$ cat src/rtl/exe0_token_arbiter.sv
// Weighted round-robin arbiter sharing one Exe0 stage between two Dec0 token lanes.
// Accepted tokens go through a 2-entry FIFO tagged with their source lane; drain/idle quiesces Exe0.
module exe0_token_arbiter #(
   parameter int PW = 130,
   parameter int W0 = 2,
   parameter int W1 = 1
) (
   input  logic          clk,
   input  logic          rst,
   input  logic          s0_valid,
   output logic          s0_ready,
   input  logic [PW-1:0] s0_data,
   input  logic          s1_valid,
   output logic          s1_ready,
   input  logic [PW-1:0] s1_data,
   output logic          m_valid,
   input  logic          m_ready,
   output logic [PW-1:0] m_data,
   output logic          m_src,
   input  logic          drain,
   output logic          idle,
   output logic [15:0]   cnt0,
   output logic [15:0]   cnt1
);

   localparam logic [3:0] W0_LAST = 4'(W0 - 1);
   localparam logic [3:0] W1_LAST = 4'(W1 - 1);

   typedef enum logic {
      TURN_L0 = 1'b0,
      TURN_L1 = 1'b1
   } turn_t;

   turn_t         turn_r;
   turn_t         turn_next_s;
   logic [3:0]    bcnt_r;
   logic [3:0]    bcnt_next_s;
   logic [1:0]    count_r;
   logic [1:0]    count_next_s;
   logic [PW-1:0] head_data_r;
   logic          head_src_r;
   logic [PW-1:0] tail_data_r;
   logic          tail_src_r;
   logic [15:0]   cnt0_r;
   logic [15:0]   cnt1_r;

   logic          grant_en_s;
   logic          grant0_s;
   logic          grant1_s;
   logic          push_s;
   logic          pop_s;
   logic          push_src_s;
   logic [PW-1:0] push_data_s;

   // Grant selection; readies are held low while reset is asserted.
   always_comb begin
      grant_en_s = 1'b0;
      grant0_s   = 1'b0;
      grant1_s   = 1'b0;
      if (rst && (count_r != 2'd2) && !drain) begin
         grant_en_s = 1'b1;
      end else begin
         grant_en_s = 1'b0;
      end
      if (grant_en_s) begin
         if (s0_valid && s1_valid) begin
            grant0_s = (turn_r == TURN_L0);
            grant1_s = (turn_r == TURN_L1);
         end else begin
            grant0_s = s0_valid;
            grant1_s = s1_valid;
         end
      end else begin
         grant0_s = 1'b0;
         grant1_s = 1'b0;
      end
   end

   // Turn/burst next state: only a grant to the turn lane advances the burst.
   always_comb begin
      turn_next_s = turn_r;
      bcnt_next_s = bcnt_r;
      case (turn_r)
         TURN_L0: begin
            if (grant0_s) begin
               if (bcnt_r == W0_LAST) begin
                  turn_next_s = TURN_L1;
                  bcnt_next_s = 4'd0;
               end else begin
                  bcnt_next_s = bcnt_r + 4'd1;
               end
            end else begin
               bcnt_next_s = bcnt_r;
            end
         end
         TURN_L1: begin
            if (grant1_s) begin
               if (bcnt_r == W1_LAST) begin
                  turn_next_s = TURN_L0;
                  bcnt_next_s = 4'd0;
               end else begin
                  bcnt_next_s = bcnt_r + 4'd1;
               end
            end else begin
               bcnt_next_s = bcnt_r;
            end
         end
         default: begin
            turn_next_s = TURN_L0;
            bcnt_next_s = 4'd0;
         end
      endcase
   end

   // Arbiter state register.
   always_ff @(posedge clk or negedge rst) begin
      if (!rst) begin
         turn_r <= TURN_L0;
         bcnt_r <= 4'd0;
      end else begin
         turn_r <= turn_next_s;
         bcnt_r <= bcnt_next_s;
      end
   end

   // FIFO push/pop decode and occupancy next value.
   always_comb begin
      push_s       = grant0_s | grant1_s;
      push_src_s   = grant1_s;
      push_data_s  = grant1_s ? s1_data : s0_data;
      pop_s        = (count_r != 2'd0) && m_ready;
      count_next_s = count_r;
      case ({push_s, pop_s})
         2'b10:   count_next_s = count_r + 2'd1;
         2'b01:   count_next_s = count_r - 2'd1;
         default: count_next_s = count_r;
      endcase
   end

   // Two-entry FIFO as head/tail registers; head only loads a push when it would otherwise be empty.
   always_ff @(posedge clk or negedge rst) begin
      if (!rst) begin
         count_r     <= 2'd0;
         head_data_r <= {PW{1'b0}};
         head_src_r  <= 1'b0;
         tail_data_r <= {PW{1'b0}};
         tail_src_r  <= 1'b0;
      end else begin
         count_r <= count_next_s;
         if (pop_s && (count_r == 2'd2)) begin
            head_data_r <= tail_data_r;
            head_src_r  <= tail_src_r;
         end else if (push_s && ((count_r == 2'd0) || (pop_s && (count_r == 2'd1)))) begin
            head_data_r <= push_data_s;
            head_src_r  <= push_src_s;
         end
         if (push_s && !pop_s && (count_r == 2'd1)) begin
            tail_data_r <= push_data_s;
            tail_src_r  <= push_src_s;
         end
      end
   end

   // Per-lane accepted-token counters, wrapping at 16 bits.
   always_ff @(posedge clk or negedge rst) begin
      if (!rst) begin
         cnt0_r <= 16'd0;
         cnt1_r <= 16'd0;
      end else begin
         if (grant0_s) begin
            cnt0_r <= cnt0_r + 16'd1;
         end
         if (grant1_s) begin
            cnt1_r <= cnt1_r + 16'd1;
         end
      end
   end

   assign s0_ready = grant0_s;
   assign s1_ready = grant1_s;
   assign m_valid  = (count_r != 2'd0);
   assign m_data   = head_data_r;
   assign m_src    = head_src_r;
   assign idle     = drain && (count_r == 2'd0);
   assign cnt0     = cnt0_r;
   assign cnt1     = cnt1_r;

endmodule

$ cat config.mk
export PLATFORM = sky130hd
export DESIGN_NAME = exe0_token_arbiter
export DESIGN_NICKNAME = d
export VERILOG_FILES = /design/src/rtl/exe0_token_arbiter.sv
export SDC_FILE = /design/constraint.sdc
export NUM_CORES = 1
export LEC_CHECK = 0
export CAP_MARGIN = 15
export CORE_ASPECT_RATIO = 0.75
export CORE_MARGIN = 2
export CORE_UTILIZATION = 50
export CTS_CLUSTER_DIAMETER = 30
export DETAILED_ROUTE_END_ITERATION = 10
export PLACE_DENSITY = 0.83
export SLEW_MARGIN = 15
export SYNTH_ARGS = -nofsm -noshare
export SYNTH_HDL_FRONTEND = slang
export SYNTH_SLANG_ARGS = --single-unit
$ cat constraint.sdc
create_clock -name clk -period 6 [get_ports clk]
set_input_delay 0.9 -clock clk [delete_from_list [all_inputs] [get_ports clk]]
set_output_delay 0.9 -clock clk [all_outputs]
set_load 0.02 [all_outputs]
After elaboration in Yosys (flattened, before gate mapping)
Index checks and enable logic that the tools add are counted.
{ "classes": {"n_bitwise": 2, "n_reduce_logical": 19, "n_eq_ne": 8, "addsub": 5, "muxes": 21} }
{ "op_table": {"columns": ["cell", "count"], "rows": [
  ["130-bit 2-to-1 mux", 3],
  ["16-bit by 1-bit adder with 16-bit output, second input constant", 2],
  ["4-bit 2-to-1 mux", 4],
  ["1-bit 2-to-1 mux", 11],
  ["1-bit logical AND", 10],
  ["4-bit one-hot mux with 2 select lines", 1],
  ["2-bit nonzero test", 3],
  ["4-bit by 1-bit adder with 4-bit output, second input constant", 1],
  ["2-bit by 1-bit equality test with 1-bit output, second input constant", 2],
  ["2-bit equality test, second input constant", 2],
  ["4-bit by 1-bit equality test with 1-bit output, second input constant", 1],
  ["4-bit logical NOT", 1],
  ["2-bit != test, second input constant", 2],
  ["2-bit one-hot mux with 2 select lines", 1],
  ["2-bit by 1-bit adder with 2-bit output, second input constant", 1],
  ["1-bit logical NOT", 2],
  ["2-bit logical NOT", 1],
  ["2-bit by 1-bit != test with 1-bit output, second input constant", 1],
  ["1-bit one-hot mux with 2 select lines", 1],
  ["2-bit AND reduction", 1],
  ["2-bit by 1-bit subtractor with 2-bit output, second input constant", 1],
  ["1-bit logical OR", 1],
  ["1-bit NOT", 1],
  ["1-bit bitwise OR", 1]
]} }
{ "word_totals": {"output_inout_bits": 167, "in_bits": 266, "elab_cells": 64, "ff_bits": 301} }

Logic depth before layout (Yosys ltp)
Gate-level depths: netlist of run 1.
{ "logic_depth": {"ltp_word": 9, "depth_mapped": 12, "ltp_nobuf": 9} }

Least setup slack after synthesis of run 1
OpenSTA, ideal clock, no wires.
{ "synth_timing": {"path_kind": "input -> output", "startpoint": "input port drain", "endpoint": "output port s0_ready", "setup_slack_ps": 3374, "t_arrival_ps": 1726, "path_stages": 2, "required_time_ps": 5100, "path_buffers": 0, "path_cell_list": "or3b_2 nor2_2"} }
{ "synth_via": {"elab_chain_len": 4} }
{ "synth_rtl": {"columns": ["item", "line_no", "rtl"], "rows": [
  ["start: declaration", "20", "input logic drain,"],
  ["1-bit logical NOT", "60", "if (rst && (count_r != 2'd2) && !drain) begin"],
  ["1-bit logical AND", "60", null],
  ["1-bit 2-to-1 mux", "60", null],
  ["1-bit 2-to-1 mux", "65", "if (grant_en_s) begin"],
  ["end: declaration", "11", "output logic s0_ready,"]
]} }
Every way passes these cells.

Worst setup path in the final report of run 1
{ "layout_timing": {"startpoint": "input port rst", "endpoint": "output port s1_ready"} }
{ "layout_via": {"elab_chain_len": 4} }
{ "layout_rtl": {"columns": ["item", "line_no", "rtl"], "rows": [
  ["start: declaration", "9", "input logic rst,"],
  ["1-bit logical AND (2 in a row)", "60", null],
  ["1-bit 2-to-1 mux", "60", null],
  ["1-bit 2-to-1 mux", "65", null],
  ["end: declaration", "14", "output logic s1_ready,"]
]} }
Every way passes these cells.

==> results.toml, run 1 <==
[finish]
final_cells = 1985
fin_nets = 1873
drive_above_1_share_pct = 6.73
syn2layout_area_growth_pct = 47.7
nFillCells = 1735
final_area_um2 = 19300

[critical_path]
start_kind = "input port"
path_depth = 5
timing.critical_path.buf_inv = 3
r2r-start = "count_r[0]"
endpoint = "s1_ready"
setup.worst_path.start = "rst"
slowest_stage = "clkdlybuf4s50_1"
reg2reg_slack_ns = 2.63
arrival_ns = 3.61
cp.required_ns = 5.10
r2r-end = "tail_data_r[18]"
critical_path.max_stage_delay_ns = 0.70
path_max_fanout = 83
cp-end-kind = "primary output"
ff2ff_path_depth = 10
critPathKind = "in2out"
crit_family = "buffers and inverters"
cp_cell_sequence = "buf_8, nor3b_4, nand3_4, clkinv_1, clkdlybuf4s50_1"

[route]
num_vias = 11300
drc = 0
drt_first_pass_iters = 5
drt-total-wl_mm = 40.0
ant_nets = 0
wl_per_cell_um = 20.2
vias_per_cell = 5.68
drt_iter0_drc = 767

[yosys]
synthesis.instances = 1189
ys_ff_latch = 301
synth_edf_count = 0
synthDominantCellAreaShare_pct = 57.8
synth_seq_area_share_pct = 57.8
synthTopCellsByArea = "dfrtp_1 (58%), mux2i_1 (10%), a22oi_1 (7.5%), a21oi_1 (5.1%), nor2_1 (4.0%)"
synth.avg_cell_area_um2 = 11.0
synth_nets = 1466
synth.most_common_cell = "dfrtp_1"
ys_warn_count = 0
post_synth_most_frequent_cells = "dfrtp_1 (301), nor2_1 (138), a21oi_1 (133)"
synth_top_area_cell = "dfrtp_1"
netlist_area_um2 = 13000
async_flop_share_pct = 100
synth_flop_cell = "dfrtp_1"
synth_cell_types = 41

[worst_hold_path]
hold_path_class = "in2async"

[sta]
max_freq_mhz = 222
slew_headroom_pct = 25.5
fin_crit_sh_pct = 75.2
tns_ns = 0
skew_ns = 0.00843
setup_ws_ns = 1.49
finalSetupViolations = 0
hold_slack_ns = 0.368
maxSlewViolCount = 0
worst_pin_slew_ns = 1.12
hold_viol_final = 0
rsz0062_at_grt = "no"
min_period_ns = 4.51

[placement]
post-place-ws_ns = 1.45
dp_hpwl_mm = 26.8
dp.cells = 1889
placed_area_um2 = 17600
portBuffers = 432
gp_congestion = 0.835

[global_routing]
grt_usage_pct = 28.5
grt_overflow = 0
grt_pass1_vias = 11300
grt_pass1_wl_mm = 61.0
grt_antenna_before_repair = 5
grt_max_degree = 129

[clock_network]
cts-buffers-inserted = 49
cts.reportedPaths.clkPinSlew_ns = 0.05
cts_buffer_depth = 3
h-tree-depth = 2
ctsResizeCount = 0
cts_sinks = 301
root_buffer = "clkbuf_16"
postCtsSetupBuffers = 0
cts_tree = "done"
cts_hold_buf = 0
clk_latency_ns = 0.51

[floorplanning]
core_area_um2 = 25800
placement_rows = 51
die_w_um = 190
dieHeight_um = 144
initial_core_util_pct = 50.6
io_pins = 433
die_area_um2 = 27400

[outcome]
status = "finished clean"

[power_and_ir_drop]
p_per_area_nw_per_um2 = 511
peakVddDrop_v = 0.000301
leakagePower_nw = 8.91

[job]
maxCapViolations = 0
==> per-stage QoR <==
step | util, % | power [W]
2_1_floorplan | - | 0.00532
3_3_place_gp | 68.1 | 0.00681
3_5_place_dp | 68.1 | 0.00697
4_1_cts | 74.6 | 0.00988
5_1_grt | 74.7 | 0.0104
6_report | 74.7 | 0.00984
==> placed cells by master (no fill, tap or decap), drive strengths merged, types with 2 or more instances in the layout <==
master	n
clkdlybuf4s50	431
dfrtp	301
nor2	139
a21oi	133
o21ai	133
mux2i	132
a22oi	130
clkbuf	63
nand2	20
xnor2	18
xor2	15
clkinv	14
inv	13
buf	13
ha	11
nand4	10
nor3	8
diode	7
bufinv	7
nand3	7
clkinvlp	5
and4	4
and3	3
nor4	3
a21o	2
a21boi	2
mux2	2
or3b	2
and2	2
a31oi	2
==> cells by family after synthesis <==
group | after synthesis | share of synthesized area [%]
AO/OA/AOI/OAI | 407 | 18.4
adder cells (fa/ha/maj) | 11 | 1.06
multiplexers | 134 | 10.3
AND/OR/NAND/NOR | 202 | 6.86
XOR/XNOR | 33 | 2.22
flip-flops | 301 | 57.8
buffers and inverters | 101 | 3.42
==> how the worst min path moves through the flow <==
| stage | startpoint | end | depth (start not counted) |
|---|---|---|---|
| 6_report | rst | tail_data_r[115] | 1 |
| 4_1_cts | rst | tail_data_r[115] | 1 |
| 2_1_floorplan | count_r[0] | count_r[0] | 1 |
| 3_5_place_dp | cnt1[15] | cnt1[15] | 1 |
| 3_3_place_gp | cnt1[15] | cnt1[15] | 1 |
| 5_1_grt | rst | tail_data_r[115] | 1 |
==> sequential cells by signal, summed over array words and instances, names as in the netlist <==
| signal | count |
|---|---|
| tail_data_r | 130 |
| turn_r | 1 |
| m_data | 130 |
| m_src | 1 |
| cnt0 | 16 |
| count_r | 2 |
| cnt1 | 16 |
| tail_src_r | 1 |
| bcnt_r | 4 |
==> cell type report <==
| class | count | area (um^2) | area share, % |
|---|---|---|---|
| Antenna cell | 7 | 17.5 | 0.0910 |
| Sequential cell | 301 | 7530 | 39.1 |
| Clock buffer | 63 | 1360 | 7.06 |
| Inverter | 13 | 48.8 | 0.253 |
| Tap cell | 344 | 430 | 2.24 |
| Clock inverter | 26 | 329 | 1.71 |
| Multi-Input combinational cell | 787 | 5090 | 26.5 |
| Timing Repair Buffer | 444 | 4440 | 23.1 |
==> metal layers <==
layer	vias to the layer above	wire length (um)	global-route usage, %
met5	-	0	0
met4	0	1290	11.1
met3	84	3960	8.77
met2	516	19600	47.8
met1	5548	15200	34.7
li1	5125	-	-
==> report_power, final <==
| group | total, W | internal (W) | switching, W | leakage [nW] |
|---|---|---|---|---|
| registers | 0.00352 | 0.00295 | 0.000563 | 3.64 |
| clock network | 0.00285 | 0.00189 | 0.000954 | 0.824 |
| logic | 0.00348 | 0.00161 | 0.00187 | 4.44 |
Power figures use the tool's default switching activity.
==> inputs of run 2 (changes only) <==
Settings changed: CORE_UTILIZATION 50 to 42, PLACE_DENSITY 0.83 to 0.74.
Clock period 6 ns to 3.75 ns, I/O delays scaled along.
==> results.toml, run 2 (synthesized netlist as in run 1, its figures left out) <==
[outcome]
status = "finished clean"

[sta]
skew_ns = 0.0109
slew_headroom_pct = 31.5
min_period_ns = 3.33
setup_ws_ns = 0.423
fin_crit_sh_pct = 88.7
max_freq_mhz = 301
tns_ns = 0
maxSlewViolCount = 0
finalSetupViolations = 0
worst_pin_slew_ns = 1.03
hold_viol_final = 0
rsz0062_at_grt = "no"

[clock_network]
h-tree-depth = 2
cts_tree = "done"
cts_hold_buf = 0
cts-buffers-inserted = 52
cts_buffer_depth = 3
root_buffer = "clkbuf_16"
ctsResizeCount = 0
cts_sinks = 301
cts.reportedPaths.clkPinSlew_ns = 0.05
clk_latency_ns = 0.55
postCtsSetupBuffers = 0

[route]
vias_per_cell = 5.38
drc = 0
drt-total-wl_mm = 39.2
drt_first_pass_iters = 8
ant_nets = 0
drt_iter0_drc = 760
wl_per_cell_um = 19.2
num_vias = 11000

[critical_path]
arrival_ns = 2.76
r2r-start = "count_r[0]"
path_max_fanout = 7
cp.required_ns = 3.19
cp-end-kind = "primary output"
setup.worst_path.start = "count_r[0]"
critPathKind = "reg2out"
start_kind = "flop"

[global_routing]
grtUsageMet3_pct = 6.78
grt_pass1_vias = 10900
grt_antenna_before_repair = 0
grt_util_met1_pct = 30.2
busiest_layer = "met2"
grt_max_degree = 155
use_met2_pct = 39.2
grt_overflow = 0
grt_pass1_wl_mm = 60.5
grt_usage_pct = 23.6

[job]
maxCapViolations = 0

[finish]
n_antenna_cell = 0
drive_above_1_share_pct = 7.19
nFillCells = 2358
regArea_um2 = 7530
final_common_cell = "clkdlybuf4s50_1"
multi_input_area_um2 = 5090
final_area_um2 = 19600
fin_nets = 1875
syn2layout_area_growth_pct = 50.0
final_cell_mix = "clkdlybuf4s50_1 (431), dfrtp_1 (301), nor2_1 (138)"

[placement]
dp_hpwl_mm = 25.8
portBuffers = 432
gp_congestion = 0.826
post-place-ws_ns = 0.696
placed_area_um2 = 17700

[power_and_ir_drop]
leakagePower_nw = 9.01
peakVddDrop_v = 0.000353
power_w = 0.0161
p_per_area_nw_per_um2 = 822

[floorplanning]
io_pins = 433
dieHeight_um = 157
die_area_um2 = 32500
initial_core_util_pct = 43.0
core_area_um2 = 30300
placement_rows = 55
die_w_um = 207

[worst_hold_path]
hold_path_class = "in2async"
==> run 2: power by group <==
group | total (W) | switching, W | internal, W
clock network | 0.00493 | 0.00165 | 0.00328
registers | 0.00560 | 0.000879 | 0.00472
logic | 0.00556 | 0.00297 | 0.00259
total | 0.0161 | 0.00550 | 0.0106
==> run 2: metal layers <==
metal,vias up,wire (um),share of wire (%)
li1,5128,-,-
met3,56,3090,7.9
met4,0,797,2.0
met1,5381,16200,41
met2,422,19200,49
met5,-,0,0
==> run 2: worst max-delay path, cell delays in order, from the launching register on <==
cell and delay, ns:
dfrtp_1 0.39, inv_1 0.08, ha_1 0.26, or3b_2 0.53
nor2_2 0.29, clkdlybuf4s50_1 0.67
==> run 2: cell type report <==
class / count / area share, %
inverter: 13 / 0.250
tap: 399 / 2.55
sequential: 301 / 38.5
clock inverter: 33 / 2.18
clock buffer: 65 / 7.32
timing repair buffer: 443 / 23.1
multi-input combinational: 787 / 26.1
==> run 2: path summary, 6_finish.rpt <==
check / endpoint / slack (ns) / cells past startpoint
worst max-delay path: s0_ready / 0.42 / 5
worst min-delay path: tail_data_r[1] / 0.09 / 2
worst max register to register: tail_data_r[15] / 1.25 / 10
worst min register to register: cnt1[15] / 0.49 / 1
max in group asynchronous: m_data[6] / 2.30 / 3
min in group clk: cnt1[15] / 0.49 / 1
==> run 2: stage by stage <==
step                hold slack (ns)  instances  util [%]
floorplan                     0.267       1189         -
global placement              0.458       1943      58.3
detailed placement            0.462       1943      58.3
CTS                           0.180       2041      64.4
global route                  0.172       2041      64.4
finish                       0.0852       2041      64.4
